<file path="config.mk">
export PLATFORM = sky130hd
export DESIGN_NAME = pwm_fader_bank
export DESIGN_NICKNAME = d
export VERILOG_FILES = /design/src/rtl/pwm_fader_bank.sv
export SDC_FILE = /design/constraint.sdc
export NUM_CORES = 1
export LEC_CHECK = 0
export ABC_CLOCK_PERIOD_IN_PS = 3310
export BUFFER_PORTS_ARGS = -buffer_cell sky130_fd_sc_hd__buf_4
export CAP_MARGIN = 20
export CORE_MARGIN = 3
export CORE_UTILIZATION = 40
export DETAILED_ROUTE_END_ITERATION = 8
export GPL_TIMING_DRIVEN = 0
export PLACE_DENSITY_LB_ADDON = 0.15
export SLEW_MARGIN = 20
export SYNTH_ARGS = -nofsm -noshare
export SYNTH_HDL_FRONTEND = slang
export SYNTH_SLANG_ARGS = --single-unit
</file>
<file path="constraint.sdc">
create_clock -name clk_i -period 3.31 [get_ports clk_i]
set_clock_uncertainty 0.05 [all_clocks]
set_input_delay 0.331 -clock clk_i [delete_from_list [all_inputs] [get_ports clk_i]]
set_output_delay 0.331 -clock clk_i [all_outputs]
set_load 0.03 [all_outputs]
</file>
<file path="src/rtl/pwm_fader_bank.sv">
// Multi-channel PWM LED driver: one shared PWM counter, per-channel fade engine
// with its own prescaler and waveform mode (constant, triangle, sawtooth, one-shot).

module pwm_fader_chan #(
    parameter int N      = 8,
    parameter int RATE_W = 16
) (
    input  logic              clk_i,
    input  logic              rst_i,
    input  logic              ena_i,
    input  logic              wrap_i,
    input  logic [N-1:0]      pc_i,
    input  logic              wr_i,
    input  logic [1:0]        cfg_mode_i,
    input  logic [RATE_W-1:0] cfg_rate_i,
    input  logic [N-1:0]      cfg_level_i,
    output logic              out_o,
    output logic [N-1:0]      level_o,
    output logic              done_o
);
    localparam logic [1:0] MODE_CONST    = 2'd0;
    localparam logic [1:0] MODE_TRIANGLE = 2'd1;
    localparam logic [1:0] MODE_SAWTOOTH = 2'd2;
    localparam logic [1:0] MODE_ONESHOT  = 2'd3;
    localparam logic [N-1:0] LVL_TOP_M1  = {{(N-1){1'b1}}, 1'b0};

    logic [1:0]        mode_q, mode_d;
    logic [RATE_W-1:0] rate_q, rate_d, pre_q, pre_d;
    logic [N-1:0]      level_q, level_d, duty_q, duty_d;
    logic              down_q, down_d, done_q, done_d, out_q, out_d;
    logic              tick;

    assign tick = ena_i && (rate_q != '0) && (pre_q == rate_q - 1'b1);

    always_comb begin
        mode_d  = mode_q;
        rate_d  = rate_q;
        pre_d   = pre_q;
        level_d = level_q;
        down_d  = down_q;
        done_d  = done_q;
        duty_d  = wrap_i ? level_q : duty_q;
        out_d   = (pc_i < duty_q);

        if (ena_i && rate_q != '0)
            pre_d = tick ? '0 : pre_q + 1'b1;

        if (tick) begin
            case (mode_q)
                MODE_TRIANGLE: begin
                    // Endpoints are visited once: turn around without repeating the extreme.
                    if (!down_q) begin
                        if (level_q == '1) begin
                            level_d = LVL_TOP_M1;
                            down_d  = 1'b1;
                        end else begin
                            level_d = level_q + 1'b1;
                        end
                    end else begin
                        if (level_q == '0) begin
                            level_d = N'(1);
                            down_d  = 1'b0;
                        end else begin
                            level_d = level_q - 1'b1;
                        end
                    end
                end
                MODE_SAWTOOTH: level_d = level_q + 1'b1;
                MODE_ONESHOT: begin
                    if (level_q != '1) level_d = level_q + 1'b1;
                    if (level_q == LVL_TOP_M1) done_d = 1'b1;
                end
                default: level_d = level_q;
            endcase
        end

        // A write overrides any tick landing on the same cycle.
        if (wr_i) begin
            mode_d  = cfg_mode_i;
            rate_d  = cfg_rate_i;
            level_d = cfg_level_i;
            pre_d   = '0;
            down_d  = 1'b0;
            done_d  = (cfg_mode_i == MODE_ONESHOT) && (cfg_level_i == '1);
        end
    end

    always_ff @(posedge clk_i) begin
        if (rst_i) begin
            mode_q  <= MODE_CONST;
            rate_q  <= '0;
            pre_q   <= '0;
            level_q <= '0;
            duty_q  <= '0;
            down_q  <= 1'b0;
            done_q  <= 1'b0;
            out_q   <= 1'b0;
        end else begin
            mode_q  <= mode_d;
            rate_q  <= rate_d;
            pre_q   <= pre_d;
            level_q <= level_d;
            duty_q  <= duty_d;
            down_q  <= down_d;
            done_q  <= done_d;
            out_q   <= out_d;
        end
    end

    assign out_o   = out_q;
    assign level_o = level_q;
    assign done_o  = done_q;
endmodule

module pwm_fader_bank #(
    parameter int CHANNELS = 4,
    parameter int N        = 8,
    parameter int RATE_W   = 16,
    localparam int CH_W    = (CHANNELS > 1) ? $clog2(CHANNELS) : 1
) (
    input  logic                  clk_i,
    input  logic                  rst_i,
    input  logic                  ena_i,
    input  logic                  step_i,
    input  logic                  cfg_wr_i,
    input  logic [CH_W-1:0]       cfg_ch_i,
    input  logic [1:0]            cfg_mode_i,
    input  logic [RATE_W-1:0]     cfg_rate_i,
    input  logic [N-1:0]          cfg_level_i,
    output logic [CHANNELS-1:0]   out_o,
    output logic [CHANNELS*N-1:0] levels_o,
    output logic                  period_start_o,
    output logic [CHANNELS-1:0]   done_o
);
    logic [N-1:0] pc_q, pc_d;
    logic         period_start_q;
    logic         wrap;

    assign wrap = ena_i && step_i && (pc_q == '1);

    always_comb begin
        pc_d = pc_q;
        if (ena_i && step_i) pc_d = pc_q + 1'b1;
    end

    always_ff @(posedge clk_i) begin
        if (rst_i) begin
            pc_q           <= '0;
            period_start_q <= 1'b0;
        end else begin
            pc_q           <= pc_d;
            period_start_q <= wrap;
        end
    end

    assign period_start_o = period_start_q;

    // Out-of-range channel numbers match no instance, so such writes are dropped.
    for (genvar g = 0; g < CHANNELS; g++) begin : g_ch
        pwm_fader_chan #(.N(N), .RATE_W(RATE_W)) u_ch (
            .clk_i       (clk_i),
            .rst_i       (rst_i),
            .ena_i       (ena_i),
            .wrap_i      (wrap),
            .pc_i        (pc_q),
            .wr_i        (cfg_wr_i && (cfg_ch_i == CH_W'(g))),
            .cfg_mode_i  (cfg_mode_i),
            .cfg_rate_i  (cfg_rate_i),
            .cfg_level_i (cfg_level_i),
            .out_o       (out_o[g]),
            .level_o     (levels_o[g*N +: N]),
            .done_o      (done_o[g])
        );
    end
endmodule

</file>
# Word level (Yosys, flattened, before mapping)
# Index checks and enable logic that the tools add are counted.
# op_classes
muxes,60
reduce_logical,56
addsub,17
n_eq_ne,38
magnitude_cmp,4
# ops
op,count
$mux W8,24
$pmux W8 S3,4
$eq A8 B8 Y1 const B,10
$add A16 B1 Y16 const B,4
$eq A16 B16 Y1,4
$mux W16,4
$reduce_bool A16 Y1,4
$sub A16 B1 Y16 const B,4
$add A8 B1 Y8 const B,5
$logic_not A8 Y1,4
$lt A8 B8 Y1,4
$ne A8 B8 Y1 const B,4
$sub A8 B1 Y8 const B,4
$mux W1,28
$reduce_and A3 Y1,8
$reduce_bool A2 Y1,12
$eq A2 B2 Y1 const B,11
$reduce_bool A4 Y1,4
$logic_and A1 B1 Y1,15
$ne A3 B1 Y1 const B,4
$eq A2 B1 Y1 const B,5
$reduce_and A2 Y1,4
$reduce_or A2 Y1,4
$logic_not A2 Y1,1
# word_totals
out_inout_bits,41
input_bits,33
wordCells,209
ff_bits,221

# Depth between registers and ports, before layout
# Gate-level depths: netlist of run 1.
# logic_depth
depth_word,6
mapped_depth,14
depth_no_buf,10

# Hierarchy
# From an unflattened synthesis of run 1, not the netlist that was laid out.
# hier_totals
cells_unflattened,1646
hier_area_um2,13878.3
# modules_own_cells
mod,area_each_um2,cells_each,n_inst,seq_area_each_um2
pwm_fader_chan (g_ch[1].u_ch ...),3385.7,402,2,1061.0
pwm_fader_chan (g_ch[3].u_ch),3365.7,396,1,1061.0
pwm_fader_chan (g_ch[0].u_ch),3321.9,397,1,1061.0
pwm_fader_bank,419.2,49,1,180.2

# Least setup slack after synthesis of run 1
# No wires, ideal clock.
# synth_path
path_kind,reg-to-reg
from,register g_ch[0].u_ch.rate_q[0]
to,register g_ch[0].u_ch.level_q[0]
path_slack_ps,33
path_stages_with_launch,15
setup_time_ps,133
t_required_ps,3127
path_buffers,4
arrival_time_ps,3095
synth_period_minus_slack_ps,3277
cell_sequence,dfxtp_1 -> clkbuf_1 -> inv_1 -> ha_1 -> buf_2 -> or3b_1 -> clkbuf_1 -> or4_1 -> a211oi_1 -> o31ai_1 -> nor4_2 -> and3_1 -> buf_2 -> mux2i_1 -> a21oi_1
# synth_between
elab_chain_cells,5
word_cells_on_any_way,7
cone_classes,add/sub: 1; eq/ne: 1; reduce/logical: 5
# synth_lines
item,line_no,text
"start, declared",28,"logic [RATE_W-1:0] rate_q, rate_d, pre_q, pre_d;"
"start signal, assigned",100,rate_q <= rate_d;
$sub A16 B1 Y16 / $reduce_bool A16 Y1 (equally long branches),33,assign tick = ena_i && (rate_q != '0) && (pre_q == rate_q - 1'b1);
$eq A16 B16 Y1 / $logic_and A1 B1 Y1 (equally long branches),33,
$logic_and A1 B1 Y1 (*),33,
$reduce_bool A2 Y1 (no source line) (*),-,
$reduce_and A3 Y1 (no source line) (*),-,
"end signal, assigned",102,level_q <= level_d;
"end, declared",29,"logic [N-1:0] level_q, level_d, duty_q, duty_d;"
# Mark *: on every way between the ends. The rest lies on a longest branch, timed or not.
# A chain may end at the register's enable or synchronous reset.

# Final worst setup path of run 1
# layout_path
from,register g_ch[0].u_ch.rate_q[1]
to,register g_ch[0].u_ch.level_q[5]
# Same word-level chain as after synthesis.

==> impl_metrics.py, run 1 <==
metrics = {
    "outcome": {
        "status": "completed",
    },
    "critical_path": {
        "worstSetupStartpoint": "g_ch[0].u_ch.rate_q[1]",
        "crit_buf_inv": 2,
        "cp-end-kind": "flop",
        "crit_chain": "inv_4 -> ha_4 -> buf_6 -> or3b_4 -> or4_4 -> a211oi_4 -> o311ai_0 -> or4b_2 -> o21ai_2 -> o21ai_0",
        "worstPathMaxFanout": 6,
        "cp.required_ns": 3.68,
        "cpLargestDelayFamily": "simple AND/OR/NAND/NOR gates",
        "cp-start-kind": "flop",
        "rr_startpoint": "g_ch[0].u_ch.rate_q[1]",
        "slowest_delay_ns": 0.76,
        "crit_slowest_cell": "or4b_2",
        "crit_type": "reg2reg",
        "cp.arrival_ns": 3.60,
    },
    "power_and_ir_drop": {
        "p_total_uw": 6990,
        "peakVddDrop_v": 0.000385,
        "p_per_area_mw_per_mm2": 433,
        "p_leak_uw": 0.00584,
    },
    "timing": {
        "rsz0062_at_grt": "yes",
        "tightestPinTransition_ns": 1.11,
        "slew_viol_final": 0,
        "setup_viol": 0,
        "period_share": 0.976,
        "hold_viol": 0,
        "fmax_mhz": 310,
        "maxSlewHeadroom": 0.260,
        "final.min_clock_period_ns": 3.23,
        "layout_setup_ws_ns": 0.0793,
    },
    "routing": {
        "ant_nets": 0,
        "viasPerCell": 5.55,
        "routedWlPerCell_um": 17.9,
        "firstDrtPassIters": 5,
        "drt_iter0_drc": 807,
        "num_vias": 13400,
        "drc": 0,
        "drt_wl_total_um": 43300,
    },
    "cells_and_area": {
        "final_cell_mix": "nand2_1, dfxtp_1, nor2_1, a21oi_1, buf_4",
        "drive_gt1_frac": 0.113,
        "layout.area.seq_sq_mm": 0.00443,
        "stdcell_count": 2414,
        "layout.nets": 2045,
        "n_antenna_cell": 0,
        "syn_to_final_growth_pct": 18.2,
        "final_common_cell": "nand2_1",
        "final.fill_count": 3355,
        "multi_input_area_sq_mm": 0.00870,
    },
    "global_routing": {
        "grt.overflow.total": 0,
        "grt_usage": 0.231,
        "grt_pass1_wl_um": 68000,
        "grt_pass1_vias": 12400,
        "grt_start_max_net_pins": 15,
        "grt_antenna_before_repair": 1,
    },
    "floorplanning": {
        "dieArea_sq_mm": 0.0364,
        "start_util": 0.406,
        "die_w_um": 191,
        "pin_count": 74,
        "core_sq_mm": 0.0336,
        "die_h_um": 191,
        "rows": 67,
    },
    "worst_hold_path": {
        "hold_class": "in2reg",
        "hold_path.startpoint": "cfg_rate_i[15]",
    },
    "logic_synthesis": {
        "synth_area_leaders": "dfxtp_1, nand2_1, ha_1",
        "synth_top_cell_by_area": "dfxtp_1",
        "ys_ff_latch": 221,
        "syn_nets": 1928,
        "async_reset_ff_frac": 0,
        "synth_cells": 1830,
        "synthFlopType": "dfxtp_1",
        "ys_seq_area_frac": 0.324,
        "ys_types": 76,
        "avgSynthCellArea_sq_um": 7.47,
        "synth_edf_count": 0,
        "synth.top_cell.area_share": 0.324,
        "syn_area_sq_mm": 0.0137,
        "yosysWarnings": 0,
    },
    "placed_design": {
        "post-place-ws_ns": -0.921,
        "hpwlAfterDp_um": 32500,
        "port_buffers": 71,
        "finalWeightedCongestion": 0.927,
        "dpl.cell_count": 2350,
    },
    "clocking": {
        "cts_buffers": 27,
        "clk_latency_ns": 0.54,
        "cts_sinks": 221,
        "htreeDepth": 1,
        "clockBufferDepth": 3,
        "cts_root_buf": "clkbuf_16",
        "cts_tree": "built",
        "path_clk_slew_ns": 0.06,
    },
    "flow_run": {
        "max-cap-violations": 0,
    },
}
power by group:
part           internal [uW]  switching, uW
registers               2720           85.6
logic                    377            628
clock network           1980           1200
state kept, by name (all words and copies together) (netlist names):
name and cells:
g_ch.u_ch.done_o 4, g_ch.u_ch.down_q 4, g_ch.u_ch.duty_q 32, g_ch.u_ch.level_o 32, g_ch.u_ch.mode_q 8, g_ch.u_ch.out_o 4
g_ch.u_ch.pre_q 64, g_ch.u_ch.rate_q 64, pc_q 8, period_start_o 1
what timing repair did:
| item | in CTS | in global routing |
|---|---|---|
| gates resized for setup | 25 | 46 |
| pin swaps | 6 | 14 |
| setup endpoints to repair | 85 | 80 |
| hold buffers | 0 | 0 |
| setup buffers | 8 | 15 |
cell type report:
cell class	instances	area share
Sequential cell	221	0.274
Multi-Input combinational cell	1414	0.539
Clock inverter	9	0.00929
Buffer	116	0.0318
Timing Repair Buffer	95	0.0442
Inverter	72	0.0170
Tap cell	448	0.0347
Clock buffer	39	0.0496
per-stage QoR:
stage               cell area (sq um)  hold slack [ns]   util  setup TNS, ns
detailed placement              14800            0.395  0.439         -32.59
global placement                14800            0.392  0.439         -28.36
finish                          16200           0.0409  0.481              0
floorplan                       13700            0.382      -              0
CTS                             15900           0.0202  0.472              0
global route                    16200           0.0241  0.481       -0.00854
Yosys cell counts (6+ instances only):
cell type / number
and4_1: 6
nand3_1: 57
nor3_1: 58
buf_4: 9
nand3b_1: 8
clkbuf_1: 98
o22ai_1: 7
nor2_1: 167
nand4_1: 40
xnor2_1: 70
o21ai_0: 56
a211oi_1: 23
inv_1: 71
nand2_1: 319
buf_2: 9
nand2b_1: 16
or3_1: 12
a31oi_1: 19
o31ai_1: 14
nor4_1: 26
a221oi_1: 10
a21oi_1: 162
and2_1: 12
ha_1: 65
and3_1: 17
nor2b_1: 8
a22oi_1: 6
or2_2: 10
a21o_1: 27
xor2_1: 69
buf_1: 6
or4_1: 8
dfxtp_1: 221
nor3b_1: 8
o21bai_1: 6
o211ai_1: 8
o21a_1: 7
mux2i_1: 10
nor4b_1: 7
routing by layer:
layer / up-vias / GRT usage / wire, um
li1: 6620 / - / -
met1: 6341 / 0.316 / 19900
met2: 359 / 0.379 / 19600
met3: 85 / 0.0314 / 2430
met4: 0 / 0.0717 / 1410
met5: - / 0 / 0
worst reg2reg max path, delay by kind of cell (launching register included):
family,cells,cell delay [ns]
buf+inv,2,0.16
compound gates,4,0.76
simple gates,3,1.66
flops,1,0.36
fa+ha+maj,1,0.13
path summary, 6_finish.rpt:
path	endpoint	slack, ns	cells past startpoint
setup / recovery	g_ch[0].u_ch.level_o[5]	0.08	10
hold reg to reg	g_ch[2].u_ch.duty_q[2]	0.40	2
setup reg to reg	g_ch[0].u_ch.level_o[5]	0.08	10
hold / removal	g_ch[2].u_ch.rate_q[15]	0.04	3
cells by family (layout without fill, tap and decap cells):
group / count (synthesis) / in the layout / share of synthesized area
AOI/OAI and AO/OA: 400 / 400 / 0.184
xor gates and xnor gates: 139 / 139 / 0.0891
adders and majority gates: 65 / 65 / 0.0595
buffers and inverters: 195 / 331 / 0.0574
DFF: 221 / 221 / 0.324
muxes: 15 / 15 / 0.0114
and+or+nand+nor: 795 / 795 / 0.274
No activity file was read; power rests on OpenSTA's default activity.
==> inputs of run 2 (changes only) <==
ABC_AREA = 1   (was default)
==> run 2 against run 1 <==
Total power rose by 7.5%; worst setup slack improved by 0.69 ns; register-to-register slack improved by 0.69 ns; largest cell class unchanged; critical path depth rose by 5; sequential power barely moved; sequential cell count did not move; via count rose by 10%; utilization fell by 1.2 points; count of clock-buffer cells in the layout fell by 3; area after synthesis rose by 7.9%; synthesized cell count rose by 23%.
==> impl_metrics.py, run 2 <==
metrics = {
    "floorplanning": {
        "die_h_um": 198,
        "rows": 69,
        "pin_count": 74,
        "start_util": 0.410,
        "dieArea_sq_mm": 0.0392,
        "die_w_um": 198,
        "core_sq_mm": 0.0359,
    },
    "logic_synthesis": {
        "synth.top_cell.area_share": 0.300,
        "async_reset_ff_frac": 0,
        "ys_types": 57,
        "yosys-top-cells-count": "nand2_1, inv_1, nor2_1",
        "synth_cells": 2260,
        "ys_seq_area_frac": 0.300,
        "avgSynthCellArea_sq_um": 6.52,
        "synthFlopType": "dfxtp_1",
        "syn_area_sq_mm": 0.0147,
        "synth_top_cell_by_area": "dfxtp_1",
        "ys_ff_latch": 221,
        "yosysMostFrequentCell": "nand2_1",
        "synth_edf_count": 0,
        "yosysWarnings": 0,
        "syn_nets": 2358,
        "synth_area_leaders": "dfxtp_1, nand2_1, inv_1",
    },
    "power_and_ir_drop": {
        "p_leak_uw": 0.00752,
        "p_per_area_mw_per_mm2": 446,
        "p_total_uw": 7510,
        "peakVddDrop_v": 0.000338,
    },
    "cells_and_area": {
        "design_area_sq_mm": 0.0168,
        "reg.largest.list": "g_ch.u_ch.pre_q: 64 flops, g_ch.u_ch.rate_q: 64 flops",
        "final_cell_mix": "nand2_1, inv_1, nor2_1, dfxtp_1, o21ai_0",
        "n_antenna_cell": 0,
        "syn_to_final_growth_pct": 14.2,
        "final_common_cell": "nand2_1",
        "stdcell_count": 2840,
        "layout.nets": 2458,
        "drive_gt1_frac": 0.114,
    },
    "timing": {
        "period_share": 0.767,
        "tightestPinTransition_ns": 0.961,
        "rsz0062_at_grt": "no",
        "fmax_mhz": 394,
        "hold_viol": 0,
        "setup_tns_ns": 0,
        "setup_viol": 0,
        "maxSlewHeadroom": 0.360,
        "final.min_clock_period_ns": 2.54,
        "slew_viol_final": 0,
        "whs_ns": 0.0468,
    },
    "clocking": {
        "clk_latency_ns": 0.55,
        "cts_sinks": 221,
        "postCtsSetupBuffers": 0,
        "cts_buffers": 27,
        "hold_buffers": 0,
        "cts_tree": "built",
        "htreeDepth": 1,
        "cts_root_buf": "clkbuf_16",
        "ctsResizeCount": 0,
        "clockBufferDepth": 3,
        "path_clk_slew_ns": 0.06,
    },
    "placed_design": {
        "finalWeightedCongestion": 0.925,
        "port_buffers": 71,
        "placedInstanceArea_sq_mm": 0.0158,
        "dpl.cell_count": 2792,
        "hpwlAfterDp_um": 36700,
    },
    "routing": {
        "ant_nets": 0,
        "drt_wl_total_um": 47200,
        "drt_iter0_drc": 1090,
        "viasPerCell": 5.20,
        "num_vias": 14800,
        "drc": 0,
        "routedWlPerCell_um": 16.6,
        "firstDrtPassIters": 5,
    },
    "critical_path": {
        "crit_type": "reg2reg",
        "worstPathMaxFanout": 8,
        "cp-end-kind": "flop",
        "cp-start-kind": "flop",
        "cp.required_ns": 3.70,
        "cp.arrival_ns": 2.93,
    },
    "global_routing": {
        "grt_antenna_before_repair": 1,
        "grt_pass1_vias": 13800,
        "grt_pass1_wl_um": 74300,
        "grt.overflow.total": 0,
        "grt_start_max_net_pins": 13,
        "grt_usage": 0.238,
    },
    "flow_run": {
        "max-cap-violations": 0,
    },
    "outcome": {
        "status": "completed",
    },
    "worst_hold_path": {
        "hold_class": "in2reg",
    },
}
run 2: cell count changes in the layout (fill, tap and decap cells not counted), sizes merged, moves of 61 or more:
cell	change
nand2	+171
o21ai	+151
nand3	+105
nor2	+168
clkbuf	-61
inv	+240
run 2: cell families (layout without fill, tap and decap cells):
family | count (synthesis) | after routing | share of synthesized area
adders and majority gates | 65 | 65 | 0.0552
and+or+nand+nor | 1105 | 1105 | 0.345
xor gates and xnor gates | 75 | 75 | 0.0446
buffers and inverters | 374 | 493 | 0.103
DFF | 221 | 221 | 0.300
AOI/OAI and AO/OA | 420 | 420 | 0.152
run 2: through the flow:
| stage | util | worst slack (ns) |
|---|---|---|
| after floorplan | - | 1.26 |
| after global placement | 0.441 | 0.817 |
| after detailed placement | 0.441 | 0.819 |
| after CTS | 0.469 | 0.798 |
| after global routing | 0.469 | 0.618 |
| final | 0.469 | 0.772 |
run 2: per-layer routing:
layer	up-vias	GRT usage	wire, um
met5	-	0	0
met4	0	0.0789	1520
met3	79	0.0272	2920
met2	410	0.379	20700
met1	6773	0.338	22100
li1	7513	-	-
run 2: path summary, 6_finish.rpt:
kind                               start  slack, ns                      end  depth (start not counted)
hold reg to reg      g_ch[1].u_ch.down_q       0.42      g_ch[1].u_ch.down_q                          2
hold / removal            cfg_rate_i[12]       0.05  g_ch[0].u_ch.rate_q[12]                          3
setup reg to reg  g_ch[0].u_ch.rate_q[0]       0.77  g_ch[0].u_ch.level_o[1]                         15
setup / recovery  g_ch[0].u_ch.rate_q[0]       0.77  g_ch[0].u_ch.level_o[1]                         15
run 2: power breakdown:
| group | internal [uW] | switching [uW] | leakage [uW] |
|---|---|---|---|
| logic | 466 | 941 | 0.00523 |
| clock network | 2050 | 1210 | 0.000487 |
| registers | 2740 | 101 | 0.00179 |
| total | 5260 | 2260 | 0.00752 |
run 2: critical path: stages, from the launching register on:
cell     delay [ns]
dfxtp_1        0.31
inv_1          0.19
ha_1           0.30
nand2_4        0.13
nor2_4         0.14
nand2_2        0.08
nand3_1        0.12
nand2_1        0.06
nor2_1         0.08
nand2_1        0.05
nor2_1         0.15
nand2_1        0.20
nand2_1        0.12
nand2_2        0.15
nor2_1         0.21
nor2_1         0.07
run 2: layout make-up:
| class | count | area [sq um] |
|---|---|---|
| fillers | 3740 | 19100 |
| multi-input cells | 1665 | 8790 |
| flip-flops and latches | 221 | 4420 |
| inverters | 315 | 1180 |
| clock buffers | 36 | 790 |
| well taps | 461 | 577 |
| repair buffers | 71 | 533 |
| plain buffers | 59 | 342 |
| clock inverters | 12 | 195 |
